[src/rtl/icache_flush_ctrl_pkg.sv]
// Shared types and helpers for the icache flush controller.
package icache_flush_ctrl_pkg;

  typedef enum logic [1:0] {
    IDLE  = 2'd0,
    DRAIN = 2'd1,
    FLUSH = 2'd2,
    DONE  = 2'd3
  } flush_state_e;

  // Width needed to hold 0..max_out; never narrower than one bit.
  function automatic int cnt_width(input int max_out);
    return (max_out < 1) ? 1 : $clog2(max_out + 1);
  endfunction

endpackage

[src/rtl/icache_outstanding_cnt.sv]
// Per-port outstanding-fetch counter: +1 on accepted request, -1 on response,
// saturating at both ends.
module icache_outstanding_cnt
  import icache_flush_ctrl_pkg::*;
#(
  parameter int MaxOutstanding = 2,
  localparam int CntW = cnt_width(MaxOutstanding)
) (
  input  logic            clk_i,
  input  logic            rst_i,
  input  logic            inc_i,
  input  logic            dec_i,
  output logic [CntW-1:0] cnt_o,
  output logic            zero_o
);

  localparam logic [CntW-1:0] CntMax = CntW'(MaxOutstanding);

  logic [CntW-1:0] cnt_q, cnt_d;

  always_comb begin
    cnt_d = cnt_q;
    if (inc_i && !dec_i && (cnt_q != CntMax)) begin
      cnt_d = cnt_q + CntW'(1);
    end else if (dec_i && !inc_i && (cnt_q != '0)) begin
      cnt_d = cnt_q - CntW'(1);
    end
  end

  always_ff @(posedge clk_i or posedge rst_i) begin
    if (rst_i) begin
      cnt_q <= '0;
    end else begin
      cnt_q <= cnt_d;
    end
  end

  assign cnt_o  = cnt_q;
  assign zero_o = (cnt_q == '0);

  // A lone increment at the ceiling or a lone decrement at zero means the
  // monitored fetch interface broke its outstanding-transaction contract.
  overflow_a: assert property (@(posedge clk_i) disable iff (rst_i)
    !(inc_i && !dec_i && (cnt_q == CntMax)));
  underflow_a: assert property (@(posedge clk_i) disable iff (rst_i)
    !(dec_i && !inc_i && (cnt_q == '0)));

endmodule

[src/rtl/icache_flush_ctrl.sv]
// Icache flush sequencer: grant, drain masked ports, per-port flush handshake, done pulse.
// Optional cycle counter and blocking assertions under ICACHE_FLUSH_CTRL_PERF_EN.
module icache_flush_ctrl
  import icache_flush_ctrl_pkg::*;
#(
  parameter int NumFetchPorts  = 4,
  parameter int MaxOutstanding = 2
) (
  input  logic                     clk_i,
  input  logic                     rst_i,
  input  logic                     flush_req_i,
  input  logic [NumFetchPorts-1:0] flush_mask_i,
  output logic                     flush_gnt_o,
  output logic                     flush_done_o,
  output logic                     busy_o,
  input  logic [NumFetchPorts-1:0] fetch_req_i,
  input  logic [NumFetchPorts-1:0] fetch_gnt_i,
  input  logic [NumFetchPorts-1:0] fetch_rvalid_i,
  output logic [NumFetchPorts-1:0] fetch_block_o,
  output logic [NumFetchPorts-1:0] icache_flush_valid_o,
  input  logic [NumFetchPorts-1:0] icache_flush_ready_i,
  input  logic                     prefetch_en_i,
  output logic                     prefetch_en_o
`ifdef ICACHE_FLUSH_CTRL_PERF_EN
  ,
  output logic [31:0]              flush_cycles_o
`endif
);

  localparam int CntW = cnt_width(MaxOutstanding);

  flush_state_e             state_q, state_d;
  logic [NumFetchPorts-1:0] mask_q, mask_d;
  logic [NumFetchPorts-1:0] done_q, done_d;
  logic [NumFetchPorts-1:0] handshake;
  logic [NumFetchPorts-1:0] cnt_zero;
  logic [CntW-1:0]          cnt [NumFetchPorts];
  logic                     in_flush_window;

  for (genvar gi = 0; gi < NumFetchPorts; gi++) begin : g_cnt
    icache_outstanding_cnt #(
      .MaxOutstanding(MaxOutstanding)
    ) u_cnt (
      .clk_i (clk_i),
      .rst_i (rst_i),
      .inc_i (fetch_req_i[gi] & fetch_gnt_i[gi]),
      .dec_i (fetch_rvalid_i[gi]),
      .cnt_o (cnt[gi]),
      .zero_o(cnt_zero[gi])
    );

    cnt_bound_a: assert property (@(posedge clk_i) disable iff (rst_i)
      cnt[gi] <= CntW'(MaxOutstanding));
  end

  assign in_flush_window = (state_q == DRAIN) || (state_q == FLUSH);

  // Reset gating keeps the grant low while the block is held in reset.
  assign flush_gnt_o          = (state_q == IDLE) & flush_req_i & ~rst_i;
  assign flush_done_o         = (state_q == DONE);
  assign busy_o               = (state_q != IDLE);
  assign fetch_block_o        = in_flush_window ? mask_q : '0;
  assign icache_flush_valid_o = (state_q == FLUSH) ? (mask_q & ~done_q) : '0;
  assign prefetch_en_o        = in_flush_window ? 1'b0 : prefetch_en_i;
  assign handshake            = icache_flush_valid_o & icache_flush_ready_i;

  always_comb begin
    state_d = state_q;
    mask_d  = mask_q;
    done_d  = done_q;
    case (state_q)
      IDLE: begin
        if (flush_req_i) begin
          mask_d  = flush_mask_i;
          done_d  = '0;
          state_d = (|flush_mask_i) ? DRAIN : DONE;
        end
      end
      DRAIN: begin
        // Uses registered counts, so a response landing this cycle is seen next cycle.
        if (~|(mask_q & ~cnt_zero)) begin
          state_d = FLUSH;
        end
      end
      FLUSH: begin
        done_d = done_q | handshake;
        if (done_d == mask_q) begin
          state_d = DONE;
        end
      end
      DONE: begin
        state_d = IDLE;
      end
      default: begin
        state_d = IDLE;
      end
    endcase
  end

  always_ff @(posedge clk_i or posedge rst_i) begin
    if (rst_i) begin
      state_q <= IDLE;
      mask_q  <= '0;
      done_q  <= '0;
    end else begin
      state_q <= state_d;
      mask_q  <= mask_d;
      done_q  <= done_d;
    end
  end

`ifdef ICACHE_FLUSH_CTRL_PERF_EN
  logic [31:0] cycles_q, cycles_d;

  // The grant cycle counts as the first cycle; the value is frozen once back in IDLE.
  always_comb begin
    cycles_d = cycles_q;
    if (flush_gnt_o) begin
      cycles_d = 32'd1;
    end else if ((state_q != IDLE) && (cycles_q != '1)) begin
      cycles_d = cycles_q + 32'd1;
    end
  end

  always_ff @(posedge clk_i or posedge rst_i) begin
    if (rst_i) begin
      cycles_q <= '0;
    end else begin
      cycles_q <= cycles_d;
    end
  end

  assign flush_cycles_o = cycles_q;

  no_fetch_while_flushing_a: assert property (@(posedge clk_i) disable iff (rst_i)
    (state_q == FLUSH) |-> ~|(fetch_req_i & fetch_gnt_i & mask_q));
`endif

endmodule

[config.mk]
export PLATFORM = sky130hd
export DESIGN_NAME = icache_flush_ctrl
export DESIGN_NICKNAME = d
export VERILOG_FILES = /design/src/rtl/icache_flush_ctrl_pkg.sv /design/src/rtl/icache_outstanding_cnt.sv /design/src/rtl/icache_flush_ctrl.sv
export SDC_FILE = /design/constraint.sdc
export NUM_CORES = 1
export LEC_CHECK = 0
export BUFFER_PORTS_ARGS = -buffer_cell sky130_fd_sc_hd__buf_2
export CORE_MARGIN = 8
export CORE_UTILIZATION = 50
export DETAILED_ROUTE_END_ITERATION = 12
export MAX_ROUTING_LAYER = met4
export PLACE_DENSITY = 0.8
export SLEW_MARGIN = 25
export SYNTH_ARGS = -nofsm -noshare
export SYNTH_HDL_FRONTEND = slang
export SYNTH_SLANG_ARGS = --single-unit
export TNS_END_PERCENT = 50
[constraint.sdc]
create_clock -name clk_i -period 2.15 [get_ports clk_i]
set_input_delay 0.43 -clock clk_i [delete_from_list [all_inputs] [get_ports clk_i]]
set_output_delay 0.43 -clock clk_i [all_outputs]
set_load 0.05 [all_outputs]
After elaboration in Yosys (flattened, before gate mapping)
Index checks and enable logic that the tools add are counted.
{"block": "word_totals", "ff_bits": 18, "latch_bits": 0, "ram_bits": 0, "romBits": 0, "in_bits": 24, "out_inout_bits": 12, "elab_cells": 102, "n_memories": 0}
{"block": "op_classes", "n_addsub": 8, "mul": 0, "div": 0, "order_cmp": 0, "eq_ne": 11, "n_shift": 0, "n_mux": 18, "bitwise": 13, "n_reduce_logical": 45}
{"operator": "two-way mux 2 bit", "n": 12}
{"operator": "nonzero test 2 bit", "n": 10}
{"operator": "logical AND 1 bit", "n": 16}
{"operator": "AND 4 bit", "n": 3}
{"operator": "two-way mux 4 bit", "n": 3}
{"operator": "!= test 2 bit (second input constant)", "n": 6}
{"operator": "logical NOT 2 bit", "n": 5}
{"operator": "adder 2 x 1 -> 2 bit (second input constant)", "n": 4}
{"operator": "logical NOT 1 bit", "n": 8}
{"operator": "NOT 4 bit", "n": 2}
{"operator": "one-hot mux 2 bit (4 select lines)", "n": 1}
{"operator": "one-hot mux 4 bit (2 select lines)", "n": 1}
{"operator": "OR reduction 4 bit", "n": 2}
{"operator": "subtractor 2 x 1 -> 2 bit (second input constant)", "n": 4}
{"operator": "AND 1 bit", "n": 6}
{"operator": "== test 2 bit (second input constant)", "n": 2}
{"operator": "== test 4 bit", "n": 1}
{"operator": "OR 4 bit", "n": 1}
{"operator": "AND reduction 2 bit", "n": 2}
{"operator": "AND reduction 3 bit", "n": 1}
{"operator": "== test 2 x 1 -> 1 bit (second input constant)", "n": 1}
{"operator": "!= test 2 x 1 -> 1 bit (second input constant)", "n": 1}
{"operator": "logical OR 1 bit", "n": 1}
{"operator": "two-way mux 1 bit", "n": 1}
{"operator": "NOT 1 bit", "n": 1}

Logic depth before layout (Yosys ltp)
Gate-level depths: netlist (run 1).
{"block": "depth", "ltp_word": 8, "mapped_depth": 7, "depth_no_buf": 6}

Modules after synthesis
From an unflattened synthesis (run 1), not the netlist that was laid out.
{"block": "hier_totals", "hier_cells": 136, "area_unflattened_um2": 1198.6}
{"mod": "icache_flush_ctrl", "n_inst": 1, "cells_per_inst": 76, "area_each_um2": 698.2, "seq_area_each_um2": 250.2}
{"mod": "icache_outstanding_cnt", "n_inst": 4, "cells_per_inst": 15, "area_each_um2": 125.1, "seq_area_each_um2": 50.0}

Worst setup path after synthesis (run 1)
No wires, ideal clock.
{"block": "synth_path", "path_type": "reg2out", "from": "register state_q[0]", "to": "output port flush_gnt_o", "t_arrival_ps": 1567, "t_required_ps": 1720, "path_slack_ps": 153, "path_stages_with_launch": 5, "n_path_buf": 0, "cell_sequence": "dfrtp_1 inv_1 ha_1 nand2_1 nor2_1"}
{"block": "synth_between", "elab_chain_len": 3}
{"element": "start, declared", "line": "icache_flush_ctrl.sv:32", "source": "flush_state_e state_q, state_d;"}
{"element": "start signal, assigned", "line": "icache_flush_ctrl.sv:106", "source": "state_q <= state_d;"}
{"element": "logical NOT 2 bit", "line": "icache_flush_ctrl.sv:59", "source": "assign flush_gnt_o = (state_q == IDLE) & flush_req_i & ~rst_i;"}
{"element": "AND 1 bit (2 in a row)", "line": "icache_flush_ctrl.sv:59"}
{"element": "end, declared", "line": "icache_flush_ctrl.sv:13", "source": "output logic flush_gnt_o,"}
No other way between the ends.

Final worst setup path (run 1)
{"block": "layout_path", "from": "register state_q[0]", "to": "output port icache_flush_valid_o[0]"}
{"block": "layout_between", "elab_chain_len": 2}
{"element": "== test 2 bit", "line": "icache_flush_ctrl.sv:63", "source": "assign icache_flush_valid_o = (state_q == FLUSH) ? (mask_q & ~done_q) : '0;"}
{"element": "two-way mux 4 bit", "line": "icache_flush_ctrl.sv:63"}
{"element": "end, declared", "line": "icache_flush_ctrl.sv:20", "source": "output logic [NumFetchPorts-1:0] icache_flush_valid_o,"}
No other way between the ends.

==> key figures, run 1 <==
Final layout
  • Fillers: 205
  • Fin nets: 199
  • Footprint of the multi-input gates: 691 um^2
  • Flip-flop and latch area: 450 um^2
  • Final Util: 63.7%
  • Post-route cell area: 0.00141 mm^2
  • Antenna cells: 0
  • Area growth from synthesis to layout: 20.4%
  • Share of layout cells above drive strength 1: 32.3%

Worst setup path
  • Cells along the critical path: inv_1, ha_2, and2_2, buf_2
  • WP data required: 1720 ps
  • Setup crit start: state_q[0]
  • CP Max Fanout: 11
  • Crit path depth: 4
  • Reg2reg start: state_q[0]
  • Flop2flop setup slack: 250 ps
  • Crit end category: output port
  • Nature of the critical path startpoint: flop
  • Setup CP Type: reg -> out
  • Worst path slowest cell: dfrtp_1
  • Crit path buffers/inverters: 2
  • FF-to-FF End: state_q[1]
  • Worst Setup EP: icache_flush_valid_o[0]
  • Slowest stage delay, CP: 440 ps
  • CP top delay family: flip-flops
  • Reg2reg path depth: 6
  • Crit path DAT: 1640 ps

Power
  • P_int: 0.932 mW
  • Clock Power Share: 8.5%
  • Pleak: 0.681 nW
  • Sw power: 1.04 mW
  • Pwr dens: 1400 mW/mm^2
  • Maximum VDD drop: 0.000735 V
  • Net Sw Frac: 52.8%
  • Share of power burned in combinational logic: 63.9%
  • Sequential share of power: 27.5%

Synthesis
  • Post-Synth XOR/XNOR Area: 0%
  • Simple-gate share of the synthesized area: 23.5%
  • Yosys warns: 0
  • Post-Syn Area: 0.00117 mm^2
  • Largest family of logic cells by synthesized area: simple AND/OR/NAND/NOR gates
  • Synth Area in Compound Gates: 16.7%
  • Flip-flop and latch count after synthesis: 18
  • Cells after synthesis: 129
  • Post-synthesis adder-cell area fraction: 6.42%
  • Post-Syn Nets: 159
  • Multiplexer share of the synthesized area: 12.0%
  • Mean Syn Cell Area: 9.07 um^2
  • Post-synth cell types: 26
  • Sequential share of the synthesized area: 38.5%

Clock network
  • Reg clk slew, reported paths: 100 ps
  • CTS Buffer Depth: 2
  • CTS H-tree lvls: 1
  • Post-CTS Setup Inserts: 0
  • CTS Root Cell: clkbuf_4
  • Total CTS buffers: 3
  • CTS Sinks: 18
  • Skew-Pair Late Insertion Delay: 290 ps
  • CTS tree: done

Timing
  • Hold Fails Final Rpt: 0
  • Slew @ Worst Pin: 701 ps
  • RSZ-0062 raised after global routing: no
  • Fin crit period: 2070 ps
  • Final period utilization: 96.5%
  • Post-Route Setup TNS: 0 ps
  • Fmax: 482 MHz
  • Relative slew slack: 53.2%
  • Final setup violation count: 0
  • Max Slew Vio Count: 0
  • Clock skew: 1.55 ps

Place
  • Number of port buffers: 35
  • Placement Cell Area: 0.00138 mm^2
  • GPL Wtd Cong: 0.899
  • DPL Wire Length: 2310 um

Global routing
  • Vias in the first global route: 1,093
  • Largest net degree at the start of global routing: 19
  • Initial antenna violation count: 0
  • GRT Total Usage: 14.1%
  • First-pass GRT wire length: 4620 um
  • GR Overflow Total: 0

Routing
  • Vias per cell: 5.42
  • Initial DRC Count: 27
  • Antenna Violating Nets Remaining: 0
  • Routed WL: 2810 um
  • DRC Markers: 0
  • DRT Pass-1 Iters: 4
  • WL per Instance: 14.4 um
  • Via count: 1,056

Floorplanning
  • IO Pins: 36
  • Die height: 64.4 um
  • Initial core utilization: 52.9%
  • Row count: 17
  • Die area: 0.00414 mm^2
  • Die span in x: 64.4 um
  • Core area: 0.00221 mm^2

Run status
  • Outcome: finished, final reports clean

Flow run
  • Maxcap violations: 0

Hold path
  • Hold WC Path Type: in -> async
## layer usage
layer / vias up / wire length (um) / part of all wire (%) / track usage (%)
met5: - / 0 / 0 / -
met2: 24 / 1440 / 51 / 24.5
met1: 497 / 1160 / 41 / 14.8
met3: 2 / 184 / 6.5 / 4.88
met4: 0 / 19 / 0.68 / 3.81
li1: 533 / - / - / -
## sequential cells by signal (all words and copies together), names as in the netlist
name               flops
state_q                2
g_cnt.u_cnt.cnt_o      8
mask_q                 4
done_q                 4
## synth_stat cells
cell type | instances | area [um^2]
nand2_1 | 15 | 56.3
or2_1 | 4 | 25.0
ha_1 | 6 | 75.1
mux2i_1 | 5 | 50.1
o31ai_1 | 1 | 7.51
nor4_1 | 1 | 6.26
nand2_2 | 2 | 12.5
and2_2 | 3 | 22.5
o21ai_0 | 5 | 25.0
nor2b_1 | 5 | 31.3
nand2b_1 | 4 | 25.0
nand3_1 | 5 | 25.0
a41o_1 | 1 | 10.0
and2_1 | 6 | 37.5
mux2_2 | 8 | 90.1
a21oi_1 | 11 | 55.1
a311oi_1 | 2 | 17.5
inv_1 | 6 | 22.5
buf_6 | 1 | 11.3
o311a_1 | 2 | 20.0
a31oi_1 | 3 | 18.8
o2111ai_1 | 1 | 8.76
o21ai_1 | 3 | 15.0
a22o_1 | 2 | 17.5
nor2_1 | 9 | 33.8
dfrtp_1 | 18 | 450
## layout make-up
cell class / instances / area share, %
Multi-Input combinational cell: 104 / 49.0
Sequential cell: 18 / 32.0
Timing Repair Buffer: 36 / 13.3
Tap cell: 28 / 2.49
Clock buffer: 3 / 1.60
Inverter: 6 / 1.60
## cell families after synthesis
logic type               after synthesis
AND/OR/NAND/NOR                       54
AO/OA/AOI/OAI                         31
flip-flops                            18
multiplexers                          13
buffers and inverters                  7
adder cells (fa/ha/maj)                6
## worst min path at each step
stage | startpoint | to | slack, ps | cells after the start
final | rst_i | done_q[1] | 240 | 2
after global routing | rst_i | done_q[0] | 300 | 2
after CTS | rst_i | done_q[1] | 260 | 2
after detailed placement | g_cnt[1].u_cnt.cnt_o[0] | g_cnt[1].u_cnt.cnt_o[0] | 530 | 1
after global placement | g_cnt[1].u_cnt.cnt_o[0] | g_cnt[1].u_cnt.cnt_o[0] | 510 | 1
after floorplan | rst_i | done_q[0] | 370 | 1
## cell usage in the layout, fill, tap and decap left out, types with 4 or more instances in the layout
master,netlist,routed
mux2i_1,5,5
and2_1,6,6
a21oi_1,11,11
o21ai_0,5,5
clkbuf_4,0,5
nor2b_1,5,5
inv_1,6,6
buf_2,0,33
nor2_1,9,9
nand2_1,15,15
mux2_2,8,8
dfrtp_1,18,18
nand2b_1,4,4
ha_1,6,4
nand3_1,5,5
or2_1,4,4
## power by group through the flow
stage / Clock, mW / Combinational (mW) / Sequential, mW
2_1_floorplan: 0 / 1.00 / 0.516
3_3_place_gp: 0 / 1.21 / 0.546
3_5_place_dp: 0 / 1.24 / 0.550
4_1_cts: 0.169 / 1.24 / 0.542
5_1_grt: 0.183 / 1.36 / 0.564
6_report: 0.169 / 1.26 / 0.544
## worst reg2reg max path: cells and delay by family (launching register included)
kind / cells / cell delay (ps)
compound gates: 3 / 810
fa+ha+maj: 1 / 310
buf+inv: 1 / 170
flops: 1 / 440
simple gates: 1 / 70
## per-stage QoR
stage | hold slack (ps) | setup WS, ps | instances | power, mW
6_report | 240 | 76.1 | 195 | 1.97
5_1_grt | 295 | 0.185 | 195 | 2.10
4_1_cts | 255 | 2.59 | 195 | 1.95
3_5_place_dp | 533 | 199 | 192 | 1.79
3_3_place_gp | 513 | 281 | 192 | 1.76
2_1_floorplan | 369 | 153 | 129 | 1.52
## repair_timing
| item | 4_1_cts | 5_1_grt |
|---|---|---|
| gates resized for setup | 0 | 4 |
| hold buffers | 0 | 0 |
| setup endpoints to repair | 0 | 8 |
Power figures use the tool's default switching activity.
==> run 2, diff against run 1 <==
Settings changed: ABC_AREA from default to 1, CORE_UTILIZATION 50 to 51, PLACE_DENSITY 0.8 to 0.81.
==> run 2 against run 1 <==
Compared with the run above:
- non-clock buffer count decreased by 1
- power up 4.2%
- count of clock-buffer cells in the layout is 1 higher
- sequential share of layout area is 1.6 points lower
- final area increased by 5.2%
- clock power up 28%
- flip-flop and latch count unchanged
- utilization grew 3.3 points
- via count is 17% higher
- largest cell class unchanged
- highest routed layer unchanged
==> key figures, run 2 <==
Run status
  • Outcome: finished, final reports clean

Synthesis
  • Sequential share of the synthesized area: 37.5% (-1.0 points)
  • Synth Area in Compound Gates: 14.5% (-2.2 points)
  • Ranking of synthesized cells by area: dfrtp_1 (37%), inv_1 (12%), nand2_1 (11%)
  • Number of enable flip-flop cells after synthesis: 0 (unchanged)
  • Main synth FF type: dfrtp_1
  • Most frequent cell after synthesis: inv_1
  • Cell taking the most area after synthesis: dfrtp_1
  • Post-synth cell types: 17 (-35%)
  • Post-synthesis adder-cell area fraction: 6.24% (-0.17 points)
  • Flip-flop and latch count after synthesis: 18 (unchanged)
  • Post-Syn Nets: 206 (+30%)
  • Synth top area share: 37.5% (-1.0 points)
  • Async SR Flop Fraction: 100% (unchanged)
  • Simple-gate share of the synthesized area: 25.8% (+2.3 points)
  • Largest family of logic cells by synthesized area: simple AND/OR/NAND/NOR gates
  • Cells after synthesis: 176 (+36%)
  • Post-Syn Area: 0.00120 mm^2 (+2.8%)
  • Synth top cells by count: inv_1 (40), nand2_1 (35), o21ai_0 (25), nor2_1 (21), dfrtp_1 (18)
  • Post-Synth XOR/XNOR Area: 2.91% (+2.9 points)
  • Multiplexer share of the synthesized area: 0% (-12 points)
  • Yosys warns: 0 (unchanged)
  • Mean Syn Cell Area: 6.83 um^2 (-25%)

Global routing
  • Largest net degree at the start of global routing: 19 (unchanged)
  • GRT Total Usage: 15.9% (+1.8 points)
  • GR Overflow Total: 0 (unchanged)
  • Initial antenna violation count: 0 (unchanged)
  • Vias in the first global route: 1,288 (+18%)
  • First-pass GRT wire length: 5220 um (+13%)

Final layout
  • Fillers: 196 (-4.4%)
  • Final Instance Count excl. Fillers: 243 (+25%)
  • Most frequent cells in the layout: inv_1 (40), nand2_1 (35), buf_2 (28)
  • Area growth from synthesis to layout: 23.2%
  • Commonest non-fill, non-tap cell in the layout: inv_1
  • Final Util: 67.0% (+3.3 points)
  • Antenna cells: 0 (unchanged)
  • Post-route cell area: 0.00148 mm^2 (+5.2%)
  • Share of layout cells above drive strength 1: 23.3% (-9.1 points)
  • Fin nets: 246 (+24%)
  • Max reg flops: 8 (unchanged)

Power
  • Pleak: 0.883 nW (+30%)
  • Sequential share of power: 29.8% (+2.3 points)
  • Sw power: 1.09 mW (+4.6%)
  • Net Sw Frac: 53.0% (+0.23 points)
  • Pwr dens: 1390 mW/mm^2 (-0.92%)
  • P_int: 0.966 mW (+3.7%)
  • Total Power: 2.06 mW (+4.2%)
  • Maximum VDD drop: 0.00102 V (+39%)
  • Share of power burned in combinational logic: 59.7% (-4.2 points)
  • Clock Power Share: 10.5% (+2.0 points)

Worst setup path
  • Reg2reg path depth: 11 (+5)
  • FF-to-FF End: state_q[0]
  • Reg2reg start: state_q[0]
  • Flop2flop setup slack: 540 ps (+290 ps)
  • CP Max Fanout: 6 (-5)
  • Nature of the critical path startpoint: flop
  • Crit end category: output port
  • WP data required: 1720 ps (about the same)
  • Crit path DAT: 1620 ps (-20 ps)
  • Setup CP Type: reg -> out

Clock network
  • CTS Sinks: 18 (unchanged)
  • CTS Root Cell: clkbuf_4
  • CTS H-tree lvls: 1 (unchanged)
  • Total CTS buffers: 3 (unchanged)
  • CTS tree: done
  • Hold Buf Count CTS: 0 (unchanged)
  • Reg clk slew, reported paths: 110 ps (about the same)
  • Post-CTS Setup Inserts: 0 (unchanged)
  • CTS Buffer Depth: 2 (unchanged)
  • Gates resized, CTS repair: 0 (unchanged)
  • Skew-Pair Late Insertion Delay: 300 ps (about the same)

Timing
  • Max Slew Vio Count: 0 (unchanged)
  • Slew @ Worst Pin: 691 ps (-10.2 ps)
  • Final setup violation count: 0 (unchanged)
  • Final hold slack: 221 ps (-19.7 ps)
  • Fmax: 488 MHz (+1.2%)
  • Fin crit period: 2050 ps (-25.0 ps)
  • Setup ws final: 101 ps (+25.0 ps)
  • Hold Fails Final Rpt: 0 (unchanged)
  • Post-Route Setup TNS: 0 ps (unchanged)
  • Final period utilization: 95.3% (-1.2 points)
  • Clock skew: 7.79 ps (+6.24 ps)
  • Relative slew slack: 53.9% (+0.68 points)

Routing
  • Vias per cell: 5.09 (-5.9%)
  • Routed WL: 2970 um (+5.6%)
  • DRC Markers: 0 (unchanged)
  • Antenna Violating Nets Remaining: 0 (unchanged)
  • DRT Pass-1 Iters: 4 (unchanged)
  • Initial DRC Count: 23 (-15%)
  • WL per Instance: 12.2 um (-15%)
  • Via count: 1,238 (+17%)

Floorplanning
  • IO Pins: 36 (unchanged)
  • Die area: 0.00417 mm^2 (+0.58%)
  • Die span in x: 64.6 um (+0.29%)
  • Core area: 0.00221 mm^2 (unchanged)
  • Die height: 64.6 um (+0.29%)
  • Initial core utilization: 54.4% (+1.5 points)
  • Row count: 17 (unchanged)

Hold path
  • Hold WC Path Type: in -> async

Flow run
  • Maxcap violations: 0 (unchanged)

Place
  • GPL Wtd Cong: 0.885 (-1.5%)
  • DPL Wire Length: 2440 um (+5.8%)
  • Placement Cell Area: 0.00142 mm^2 (+3.0%)
  • Placed cell count: 239 (+24%)
  • Number of port buffers: 35 (unchanged)
  • Dpl ws: 385 ps (+186 ps)
==> run 2: cell count changes after synthesis, sizes merged, moves of 5 or more <==
cell / delta
a21oi: -9
and2: -9
inv: +36
mux2: -8
mux2i: -5
nand2: +20
nor2: +14
nor2b: -5
nor3: +7
o21ai: +17
==> run 2: final cells by class <==
type / count / area, um^2 / share of cell area (%)
multi-input cells: 116 / 609 / 41.1
flip-flops and latches: 18 / 450 / 30.4
repair buffers: 35 / 193 / 13.0
inverters: 42 / 158 / 10.6
clock buffers: 4 / 36.3 / 2.45
well taps: 28 / 35.0 / 2.36
==> run 2: worst max path at each step <==
stage,start,end,slack [ps],depth (start not counted)
after floorplan,state_q[0],icache_flush_valid_o[1],-140,4
after global placement,state_q[0],icache_flush_valid_o[1],390,5
after detailed placement,state_q[0],icache_flush_valid_o[1],380,5
after CTS,state_q[0],icache_flush_valid_o[3],30,5
after global routing,state_q[0],icache_flush_valid_o[3],-0.8,5
final,state_q[1],fetch_block_o[1],100,5
==> run 2: cells by family after synthesis <==
kind of cell    Yosys count
fa+ha+maj                 6
flops                    18
compound gates           31
simple gates             75
buf+inv                  42
xor+xnor                  4
==> run 2: power groups by stage <==
stage	clock [mW]	sequential [mW]	combinational [mW]
after floorplan	0	0.584	0.949
after global placement	0	0.608	1.16
after detailed placement	0	0.620	1.19
after CTS	0.220	0.613	1.20
after global routing	0.239	0.637	1.37
final	0.216	0.614	1.23
==> run 2: metal layers <==
layer	wire length (um)	global-route usage (%)	share of wire (%)	vias up
li1	-	-	-	620
met1	1330	17.6	45	554
met2	1340	24.3	45	52
met3	196	4.64	6.6	12
met4	102	10.9	3.4	0
met5	0	-	0	-
==> run 2: critical path, cell delays in order (launching register included) <==
cell and delay (ps):
dfrtp_1 440, inv_1 110, ha_2 400, nand2_1 70, inv_1 50, buf_2 250
